[config.mk]
export PLATFORM = sky130hd
export DESIGN_NAME = lane_key_debounce4
export DESIGN_NICKNAME = d
export VERILOG_FILES = /design/src/rtl/lane_key_debounce4.sv
export SDC_FILE = /design/constraint.sdc
export NUM_CORES = 1
export LEC_CHECK = 0
export ABC_AREA = 1
export CORE_ASPECT_RATIO = 1.4
export CORE_UTILIZATION = 35
export CTS_BUF_LIST = sky130_fd_sc_hd__clkbuf_4 sky130_fd_sc_hd__clkbuf_8 sky130_fd_sc_hd__clkbuf_16
export DETAILED_ROUTE_END_ITERATION = 10
export SYNTH_ARGS = -nofsm -noshare
export SYNTH_HDL_FRONTEND = slang
export SYNTH_SLANG_ARGS = --single-unit
[constraint.sdc]
create_clock -name clk -period 1.9 [get_ports clk]
set_clock_uncertainty 0.2 [all_clocks]
set_input_delay 0.57 -clock clk [delete_from_list [all_inputs] [get_ports clk]]
set_output_delay 0.57 -clock clk [all_outputs]
set_load 0.01 [all_outputs]
[src/rtl/lane_key_debounce4.sv]
// Purpose : synchronise and debounce four raw finger-lane keys; emit clean levels and press/release pulses.
// Latency : 2 sync clocks + STABLE_CNT sample ticks (window set by prescaler phase) from key edge to level change.
// Backpress: none; free-running conditioning stage, outputs are registered every clock.
module lane_key_debounce4 #(
    parameter int TICK_DIV   = 50000,
    parameter int STABLE_CNT = 10
) (
    input  logic       clk,
    input  logic       rst_n,
    input  logic [3:0] key_in,
    output logic [3:0] key_level,
    output logic [3:0] key_press,
    output logic [3:0] key_release,
    output logic       tick
);

    localparam int PW = (TICK_DIV > 1) ? $clog2(TICK_DIV) : 1;
    localparam int CW = $clog2(STABLE_CNT + 1);
    localparam logic [PW-1:0] PRE_LAST = PW'(TICK_DIV - 1);
    localparam logic [CW-1:0] CNT_LAST = CW'(STABLE_CNT - 1);

    logic [3:0]         sync_s1;
    logic [3:0]         sync_s2;
    logic [PW-1:0]      pre_cnt;
    logic [3:0][CW-1:0] lane_cnt;

    // Two-flop synchroniser per lane; only the second stage is consumed.
    always_ff @(posedge clk or negedge rst_n) begin
        if (!rst_n) begin
            sync_s1 <= '0;
            sync_s2 <= '0;
        end else begin
            sync_s1 <= key_in;
            sync_s2 <= sync_s1;
        end
    end

    // Prescaler wraps every TICK_DIV clocks; tick is the registered wrap strobe.
    always_ff @(posedge clk or negedge rst_n) begin
        if (!rst_n) begin
            pre_cnt <= '0;
            tick    <= 1'b0;
        end else if (pre_cnt == PRE_LAST) begin
            pre_cnt <= '0;
            tick    <= 1'b1;
        end else begin
            pre_cnt <= pre_cnt + PW'(1);
            tick    <= 1'b0;
        end
    end

    // Per-lane qualification: any sample matching the current level restarts the count,
    // the STABLE_CNT-th consecutive differing sample flips the level and fires one pulse.
    always_ff @(posedge clk or negedge rst_n) begin
        if (!rst_n) begin
            lane_cnt    <= '0;
            key_level   <= '0;
            key_press   <= '0;
            key_release <= '0;
        end else begin
            key_press   <= '0;
            key_release <= '0;
            if (tick) begin
                for (int i = 0; i < 4; i++) begin
                    if (sync_s2[i] == key_level[i]) begin
                        lane_cnt[i] <= '0;
                    end else if (lane_cnt[i] == CNT_LAST) begin
                        lane_cnt[i]    <= '0;
                        key_level[i]   <= sync_s2[i];
                        key_press[i]   <= sync_s2[i];
                        key_release[i] <= ~sync_s2[i];
                    end else begin
                        lane_cnt[i] <= lane_cnt[i] + CW'(1);
                    end
                end
            end
        end
    end

endmodule
---- Word level (Yosys, flattened, before mapping) ----
Cells that the tools add are included.
cells by class
  shift-type cells ........................ 0
  reductions and logical operators ........ 4
  muxes and demuxes ....................... 28
  div/mod/pow operators ................... 0
  add/sub/neg operators ................... 5
  magnitude comparators ................... 0
  $mul .................................... 0
  bitwise logic cells ..................... 8
  equal/unequal tests ..................... 9
operator list
  cell                     count
  $mux W4                  10
  $mux W1                  17
  $add A16 B1 Y16 const B  1
  $add A4 B1 Y4 const B    4
  $eq A16 B16 Y1 const B   1
  $eq A4 B4 Y1 const B     4
  $mux W16                 1
  $reduce_and A3 Y1        4
  $not A1 Y1               8
  $eq A1 B1 Y1             4
storage, ports and cells
  flip-flop bits (word level) ............. 53
  memories ................................ 0
  output and inout bits ................... 13
  bits of input ports ..................... 6
  RAM bits ................................ 0
  logic and storage cells ................. 68
  bits in latches ......................... 0
  memory bits (read-only) ................. 0

---- Depth between registers and ports, before layout ----
Gate-level depths: netlist of the first run.
  depth after elaboration ................. 4
  gate-level depth with buffers ........... 8
  gate-level depth less buffers ........... 8

---- Worst setup path before layout of the first run ----
No wires, ideal clock.
  kind .................................... flip-flop to flip-flop
  start point ............................. register pre_cnt[0]
  end point ............................... register pre_cnt[14]
  buffers on the path ..................... 0
  setup time .............................. 0.069 ns
  required time ........................... 1.631 ns
  clock period less this slack ............ 1.434 ns
  cell stages (with the launch flop) ...... 9
  arrival ................................. 1.165 ns
  slack ................................... 0.466 ns
  cell sequence ........................... dfrtp_1 > ha_1 > nand2_1 > inv_1 > nand2_1 > nor2_1 > nand3_1 > nand2_1 > nor2_2
between the ends
  longest elaborated chain between the ends .. 2
  elaborated cells on any way between the ends .. 3
  those cells by class .................... add/sub (1); eq/ne (1); mux (1)
RTL lines
  item                                                      line    text
  start: declaration                                        24      logic [PW-1:0] pre_cnt;
  start signal: assignment                                  47      pre_cnt <= pre_cnt + PW'(1);
  $add A16 B1 Y16 / $eq A16 B16 Y1 (equally long branches)  47, 43
  $mux W16 (*)                                              43      end else if (pre_cnt == PRE_LAST) begin
Mark *: on every way between the ends. The rest lies on a longest branch, timed or not.
A chain may end at the register's enable or synchronous reset.

---- Final worst setup path of the first run ----
  start point ............................. register key_level[3]
  end point ............................... output key_level[3]
RTL lines
  item                              line  text
  start: declaration                11    output logic [3:0] key_level,
  start signal: indexed assignment  69    key_level[i] <= sync_s2[i];
No word-level cell between the ends.

==> flow_summary.toml, run 1 <==
[die]
coreArea_mm2 = 0.00661
placementRows = 35
start_util_pct = 36.2
fp.dieArea_mm2 = 0.00718
boundaryPins = 19
die_h_um = 99.9
die_w_um = 71.9

[worst_setup_path]
critPathLaunchType = "flop"
critPathKind = "reg2out"
arrival_ps = 1000
crit_family = "flip-flops"
cpMaxStageDelayCell = "dfrtp_1"
path_buf_inv = 1
end_kind = "output port"
path_cells = "dlygate4sd2_1"
worstPathMaxFanout = 4
worst_ep_required_time_ps = 1130
critical-path-max-stage-delay_ps = 410

[detailed_routing]
via_per_inst = 4.42
avgRoutedWirePerCell_um = 10.2
drtPass1Iterations = 4
drtIter0Drc = 88
postRouteWirelength_um = 3940
route.detailed.drc = 0
num_vias = 1708
detail-route-antenna-nets = 0

[timing]
period_minus_slack_ps = 1770
worst_slew_margin_rel_pct = 78.8
rsz0062_at_grt = "no"
timing.fmax_mhz = 564
setup_tns_ps = 0
report.final.slew_viol_count = 0
worst_pin_slew_ps = 316
min_period_over_period_pct = 93.3
hold_violations = 0
setup_violations = 0

[synth]
synth_cell_types = 22
synth_most_common_cell = "nand2_1"
synth.top_cell.area_share_pct = 55.4
ys.flop_type = "dfrtp_1"
synth_area_mm2 = 0.00239
synthCells = 264
synth_nets = 279
synth_top_area_cell = "dfrtp_1"
synth_edf_count = 0
async_flop_share_pct = 100
seq_area_frac_synth_pct = 55.4
syn_avg_cell_area_um2 = 9.07
ys_top_cells_by_count = "nand2_1, dfrtp_1, nor2_1, inv_1, nand3_1"
synthTopCellsByArea = "dfrtp_1, nand2_1, nor2_1"
yosysWarningCount = 0
ys_ff_latch = 53

[global_route]
antenna_found_initial = 0
grt_max_degree = 42
overflow = 0
grt_use_total_pct = 12.9
grt_pass1_wl_um = 7330
grt_pass1_vias = 1721

[placed_design]
port_buffers = 18
place_area_mm2 = 0.00270
gp_congestion = 0.742
dp_hpwl_um = 2940

[cells_and_area]
layout.nets = 308
finalInstanceArea_mm2 = 0.00281
ff_latch_area_mm2 = 0.00133
syn_to_final_growth_pct = 17.1
final_core_util_pct = 42.4
antenna_cells = 0
nFillCells = 651
drive_above_1_share_pct = 7.48
multiInputGateArea_um2 = 926

[power]
power_frac_seq_pct = 62.1
vdd.ir_drop.worst_uv = 243
clock_power_share_pct = 35.7
p_leak_nw = 1.40
p_switching_uw = 418
power_density_mw_per_mm2 = 655
p_int_mw = 1.42
combinationalPowerShare_pct = 2.2
swShare_pct = 22.8

[clock_network]
root_buffer = "clkbuf_8"
clock_sinks = 53
cts-buffers-inserted = 5
htree_levels = 2
cts_tree = "yes"
clkTransAtPathRegs_ps = 100
clock_path_buffers = 2
insertion_delay_ps = 310

[status]
outcome = "completed"

[run]
cap_viol_max_count = 0

[worst_hold_path]
hold_path.class = "reg2reg"
## area by class of cell
cell class	count	area share, %
timing repair buffer	23	7.54
inverter	35	4.68
multi-input combinational	175	33.0
clock inverter	3	0.937
clock buffer	5	2.45
sequential	53	47.3
tap	92	4.10
## cell families after synthesis
kind of cell	count (synthesis)	share of synthesized area, %
simple gates	127	22.8
flops	53	55.4
fa+ha+maj	9	4.70
compound gates	24	5.64
buf+inv	36	5.96
xor+xnor	15	5.49
## placed cells by master, fill, tap and decap left out
master	n
nand2_1	54
nand2b_1	3
nor3b_1	1
nor2_1	42
dfrtp_1	53
a21oi_1	2
xnor2_1	5
inv_8	1
nand2_2	3
o21ai_1	3
o22ai_1	8
nand3_2	2
nand3_1	16
buf_4	3
o21ai_0	9
nor3_1	1
nor2_4	1
ha_1	9
clkbuf_8	5
nor2_2	3
buf_12	1
o21bai_1	2
xor2_1	10
nand4_1	1
dlygate4sd2_1	13
inv_1	35
clkdlybuf4s50_1	4
dlygate4sd3_1	1
clkinvlp_4	2
buf_2	1
## power by group through the flow
stage	clock (mW)	combinational [mW]	sequential [mW]
after floorplan	0	0.00388	1.16
after global placement	0	0.0411	1.16
after detailed placement	0	0.0416	1.16
after CTS	0.693	0.0433	1.14
after global routing	0.731	0.0477	1.14
final	0.655	0.0403	1.14
## worst paths after layout
check                             start      endpoint  slack (ps)  cells after the start
hold reg to reg              sync_s1[2]    sync_s2[2]         160                      0
max in group asynchronous         rst_n    pre_cnt[0]         520                      3
setup reg to reg             pre_cnt[0]   pre_cnt[15]         290                      8
setup / recovery           key_level[3]  key_level[3]         130                      1
hold / removal               sync_s1[2]    sync_s2[2]         160                      0
min in group asynchronous         rst_n  lane_cnt[10]         470                      2
## state kept, by name, indices dropped and copies added (netlist names)
register     flops
tick             1
key_release      4
key_press        4
pre_cnt         16
key_level        4
sync_s2          4
lane_cnt        16
sync_s1          4
## timing repair
action / 4_1_cts / 5_1_grt
hold buffers: 1 / 0
gates resized for setup: 13 / 0
buffers inserted: 2 / 0
endpoints found under the setup margin: 13 / 0
hold endpoints to repair: 12 / 0
## per-layer routing
metal  track usage [%]  wire length (um)  up-vias
met4              6.03                99        0
met2              23.1              2030       19
met3              2.71                90        9
met5                 0                 0        -
met1              14.5              1720      800
li1                  -                 -      880
## stage by stage
| stage | hold slack, ps | total power, mW | cells | setup slack [ps] |
|---|---|---|---|---|
| after floorplan | 74.4 | 1.17 | 264 | 466 |
| after global placement | 133 | 1.20 | 375 | 233 |
| after detailed placement | 135 | 1.21 | 375 | 219 |
| after CTS | 159 | 1.88 | 386 | 105 |
| after global routing | 171 | 1.92 | 386 | 63.3 |
| final | 159 | 1.84 | 386 | 127 |
Note: power is estimated with default switching activity, not from simulation.
==> inputs of run 2 (changes only) <==
- SETUP_SLACK_MARGIN: default -> 0.15
==> run 2 against run 1 <==
Net effect:
- critical path depth unchanged
- count of clock-buffer cells in the layout is the same
- sequential share of layout area is 0.75 points lower
- fmax increased by 3.4%
- combinational power is essentially flat
- clock power about the same
- via count increased by 1.1%
- critical path type unchanged
- highest routed layer unchanged
==> flow_summary.toml, run 2 (synthesized netlist as in run 1, its figures left out) <==
[timing]
setup_violations = 0
rsz0062_at_grt = "no"
worst_slew_margin_rel_pct = 78.3
timing.fmax_mhz = 583
min_period_over_period_pct = 90.2
setup_tns_ps = 0
period_minus_slack_ps = 1710
hold_violations = 0
worst_pin_slew_ps = 325
report.final.slew_viol_count = 0

[clock_network]
cts_tree = "yes"
htree_levels = 2
cts-buffers-inserted = 5
clkTransAtPathRegs_ps = 100
clock_sinks = 53
root_buffer = "clkbuf_8"
clock_path_buffers = 2
insertion_delay_ps = 310

[worst_setup_path]
critPathKind = "reg2out"
path_buf_inv = 1
cpMaxStageDelayCell = "dfrtp_1"
path_cells = "dlygate4sd2_1"
end_kind = "output port"
crit_family = "flip-flops"
critical-path-max-stage-delay_ps = 370
arrival_ps = 940
worstPathMaxFanout = 1
worst_ep_required_time_ps = 1130
critPathLaunchType = "flop"

[placed_design]
port_buffers = 18
gp_congestion = 0.742
dp_hpwl_um = 2940
dp.cells = 375

[die]
die_w_um = 71.9
coreArea_mm2 = 0.00661
boundaryPins = 19
start_util_pct = 36.2
die_h_um = 99.9
placementRows = 35
fp.dieArea_mm2 = 0.00718

[cells_and_area]
mostFrequentLayoutCell = "nand2_1"
nFillCells = 642
mostFrequentLayoutCells = "nand2_1, dfrtp_1, nor2_1"
syn_to_final_growth_pct = 19.0
fin_cells = 390
antenna_cells = 0
layout.nets = 312
drive_above_1_share_pct = 9.40
reg.largest.list = "lane_cnt x16, pre_cnt x16"

[run]
cap_viol_max_count = 0

[worst_hold_path]
hold_path.class = "reg2reg"

[global_route]
antenna_found_initial = 0
overflow = 0
grt_pass1_wl_um = 7360
grt_max_degree = 42
grt_use_total_pct = 13.0
grt_pass1_vias = 1730

[detailed_routing]
route.detailed.drc = 0
num_vias = 1726
postRouteWirelength_um = 3990
top_layer = "met4"
via_per_inst = 4.43
drtPass1Iterations = 4
detail-route-antenna-nets = 0
met3WireLength_um = 89
dr_wl_met2_um = 2050
avgRoutedWirePerCell_um = 10.2
wl_met1_um = 1750
drtIter0Drc = 72

[power]
p_leak_nw = 1.38
vdd.ir_drop.worst_uv = 243
power_density_mw_per_mm2 = 644

[status]
outcome = "completed"
-- run 2: cell types whose count changed in the layout (fill, tap and decap cells not counted) --
cell,change
nand3_1,-1
clkbuf_2,+1
nand3_2,+1
clkdlybuf4s15_1,+11
dlygate4sd2_1,-12
buf_4,+4
-- run 2: routing by layer --
metal,vias to the layer above,global-route usage (%)
li1,889,-
met1,809,14.5
met2,19,23.2
met3,9,2.71
met4,0,6.03
met5,-,0
-- run 2: worst paths after layout --
kind | start | end | slack (ps) | depth (start not counted)
max in group asynchronous | rst_n | key_level[0] | 510 | 3
hold / removal | sync_s1[2] | sync_s2[2] | 160 | 0
setup reg to reg | pre_cnt[0] | pre_cnt[15] | 350 | 8
setup / recovery | key_release[0] | key_release[0] | 190 | 1
min in group asynchronous | rst_n | key_press[2] | 480 | 2
hold reg to reg | sync_s1[2] | sync_s2[2] | 160 | 0
-- run 2: stage by stage --
step                      power, mW  hold slack, ps  area, um^2  util (%)  worst slack (ps)
final                          1.84             157        2850      43.1               186
after global routing           1.92             171        2850      43.1               150
after CTS                      1.88             159        2830      42.7               140
after detailed placement       1.21             135        2700      40.9               219
after global placement         1.20             133        2700      40.9               233
after floorplan                1.17            74.4        2390         -               466
-- run 2: where the power goes --
part / total [mW] / leakage [nW] / switching [mW] / internal (mW)
Sequential: 1.14 / 0.708 / 0.00549 / 1.14
Clock: 0.655 / 0.0423 / 0.386 / 0.268
Combinational: 0.0405 / 0.629 / 0.0259 / 0.0146
-- run 2: repair_timing --
item | in CTS | in global routing
hold buffers | 1 | 0
buffers inserted | 4 | 2
endpoints found under the hold margin | 12 | 0
pin swaps | 0 | 1
setup endpoints to repair | 13 | 13
gates resized for setup | 17 | 10
-- run 2: final cells by class --
type                       count  area [um^2]  share of cell area, %
inverter                      35          131                   4.61
clock buffer                   5         68.8                   2.41
tap                           92          115                   4.04
sequential                    53         1330                   46.5
timing repair buffer          27          251                   8.82
clock inverter                 3         26.3                  0.922
multi-input combinational    175          931                   32.7
==> inputs of run 3 (changes only) <==
- ABC_AREA: 1 -> default
==> run 3 against run 2 <==
Net effect:
- sequential share of layout area up 1.6 points
- critical path depth unchanged
- synthesized cell count down 30%
- core utilization up 0.91 points
==> flow_summary.toml, run 3 <==
[status]
outcome = "completed"

[die]
boundaryPins = 19
die_h_um = 97.4
start_util_pct = 36.4
fp.dieArea_mm2 = 0.00683
coreArea_mm2 = 0.00625
placementRows = 34
die_w_um = 70.2

[cells_and_area]
mostFrequentLayoutCell = "dfrtp_1"
layout.nets = 236
antenna_cells = 0
mostFrequentLayoutCells = "dfrtp_1, nor3b_1, nor2_1"
reg.largest.list = "lane_cnt x16, pre_cnt x16"
final_core_util_pct = 44.0
ff_latch_area_mm2 = 0.00133
nFillCells = 584
syn_to_final_growth_pct = 20.9
drive_above_1_share_pct = 14.0
multiInputGateArea_um2 = 926

[worst_setup_path]
path_cells = "dlygate4sd2_1"
reg2reg_from = "lane_cnt[5]"
critPathKind = "reg2out"
r2r_slack_ps = 240
crit_family = "flip-flops"
cpMaxStageDelayCell = "dfrtp_1"
arrival_ps = 940
worst_ep_required_time_ps = 1130
critPathLaunchType = "flop"
critical-path-max-stage-delay_ps = 360
path_buf_inv = 1
crit_start = "key_release[1]"
end_kind = "output port"
worstPathMaxFanout = 1

[synth]
synth_most_common_cell = "dfrtp_1"
seq_area_frac_synth_pct = 58.3
ys_ff_latch = 53
synth_cell_types = 29
synthCells = 186
synth.top_cell.area_share_pct = 58.3
synth_area_mm2 = 0.00228
synth_nets = 201
ys.flop_type = "dfrtp_1"
async_flop_share_pct = 100
ys_top_cells_by_count = "dfrtp_1, nor3b_1, nor2_1"
synth_edf_count = 0
yosysWarningCount = 0
syn_avg_cell_area_um2 = 12.2
synth_top_area_cell = "dfrtp_1"
synthTopCellsByArea = "dfrtp_1, ha_1, nor3b_1"

[timing]
rsz0062_at_grt = "yes"
finalWorstSetupSlack_ps = 194
report.final.slew_viol_count = 0
min_period_over_period_pct = 89.8
setup_tns_ps = 0
timing.fmax_mhz = 586
hold_ws_ps = 49.3
hold_violations = 0
period_minus_slack_ps = 1710
worst_slew_margin_rel_pct = 75.2
setup_violations = 0
worst_pin_slew_ps = 370

[power]
power_frac_seq_pct = 61.6
p_leak_nw = 1.31
combinationalPowerShare_pct = 2.1
power_density_mw_per_mm2 = 672
clock_power_share_pct = 36.3
swShare_pct = 20.0
vdd.ir_drop.worst_uv = 352
p_switching_uw = 371
p_int_mw = 1.48

[placed_design]
gp_congestion = 0.807
dp_slack_ps = 142
port_buffers = 18
dp_hpwl_um = 2350

[global_route]
grt_pass1_vias = 1445
grt_pass1_wl_um = 6240
grt_max_degree = 54
grt_use_total_pct = 11.3
antenna_found_initial = 0
overflow = 0

[detailed_routing]
num_vias = 1512
postRouteWirelength_um = 3600
drtPass1Iterations = 4
detail-route-antenna-nets = 0
route.detailed.drc = 0
via_per_inst = 5.14
avgRoutedWirePerCell_um = 12.2
drtIter0Drc = 70

[worst_hold_path]
hold_path.class = "in2async"

[clock_network]
root_buffer = "clkbuf_8"
clock_sinks = 53
htree_levels = 2
insertion_delay_ps = 300
clock_path_buffers = 2
cts-buffers-inserted = 5
cts_tree = "yes"
clkTransAtPathRegs_ps = 90

[run]
cap_viol_max_count = 0
run 3: layer usage:
layer	wire length, um	global-route usage, %	vias up
li1	-	-	725
met2	1840	19.4	16
met3	78	2.49	5
met4	62	4.62	0
met5	0	0	-
met1	1620	13.5	766
run 3: repair_timing:
action | 4_1_cts | 5_1_grt
pin swaps | 2 | 1
setup buffers | 7 | 2
setup endpoints to repair | 15 | 21
hold buffers | 0 | 0
gates resized for setup | 14 | 15
run 3: power by group through the flow:
| stage | combinational, mW | sequential (mW) | clock (mW) |
|---|---|---|---|
| finish | 0.0390 | 1.14 | 0.671 |
| global route | 0.0461 | 1.14 | 0.747 |
| CTS | 0.0421 | 1.14 | 0.704 |
| detailed placement | 0.0419 | 1.16 | 0 |
| global placement | 0.0419 | 1.16 | 0 |
| floorplan | 0.00382 | 1.16 | 0 |
run 3: kinds of logic (layout without fill, tap and decap cells):
kind of cell	count (synthesis)	after routing	share of synthesized area, %
adder cells (fa/ha/maj)	9	9	4.95
buffers and inverters	9	45	1.59
XOR/XNOR	18	18	6.93
AO/OA/AOI/OAI	22	22	6.38
AND/OR/NAND/NOR	67	67	18.1
flip-flops	53	53	58.3
multiplexers	8	8	3.74
run 3: stage by stage:
stage / power [mW] / instances / area, um^2
2_1_floorplan: 1.17 / 186 / 2280
4_1_cts: 1.89 / 292 / 2710
5_1_grt: 1.94 / 294 / 2750
3_3_place_gp: 1.20 / 277 / 2570
6_report: 1.85 / 294 / 2750
3_5_place_dp: 1.21 / 277 / 2570
run 3: layout make-up:
type / instances / area share, %
clock buffers: 7 / 3.50
clock inverters: 1 / 0.182
inverters: 6 / 0.818
multi-input cells: 124 / 33.6
flip-flops and latches: 53 / 48.2
well taps: 72 / 3.27
repair buffers: 31 / 10.4
run 3: worst paths after layout:
path	to	depth (start not counted)
setup / recovery	key_release[1]	1
min in group clk	sync_s2[1]	0
hold / removal	key_press[3]	2
setup reg to reg	lane_cnt[7]	6
hold reg to reg	sync_s2[1]	0
max in group asynchronous	sync_s2[0]	2
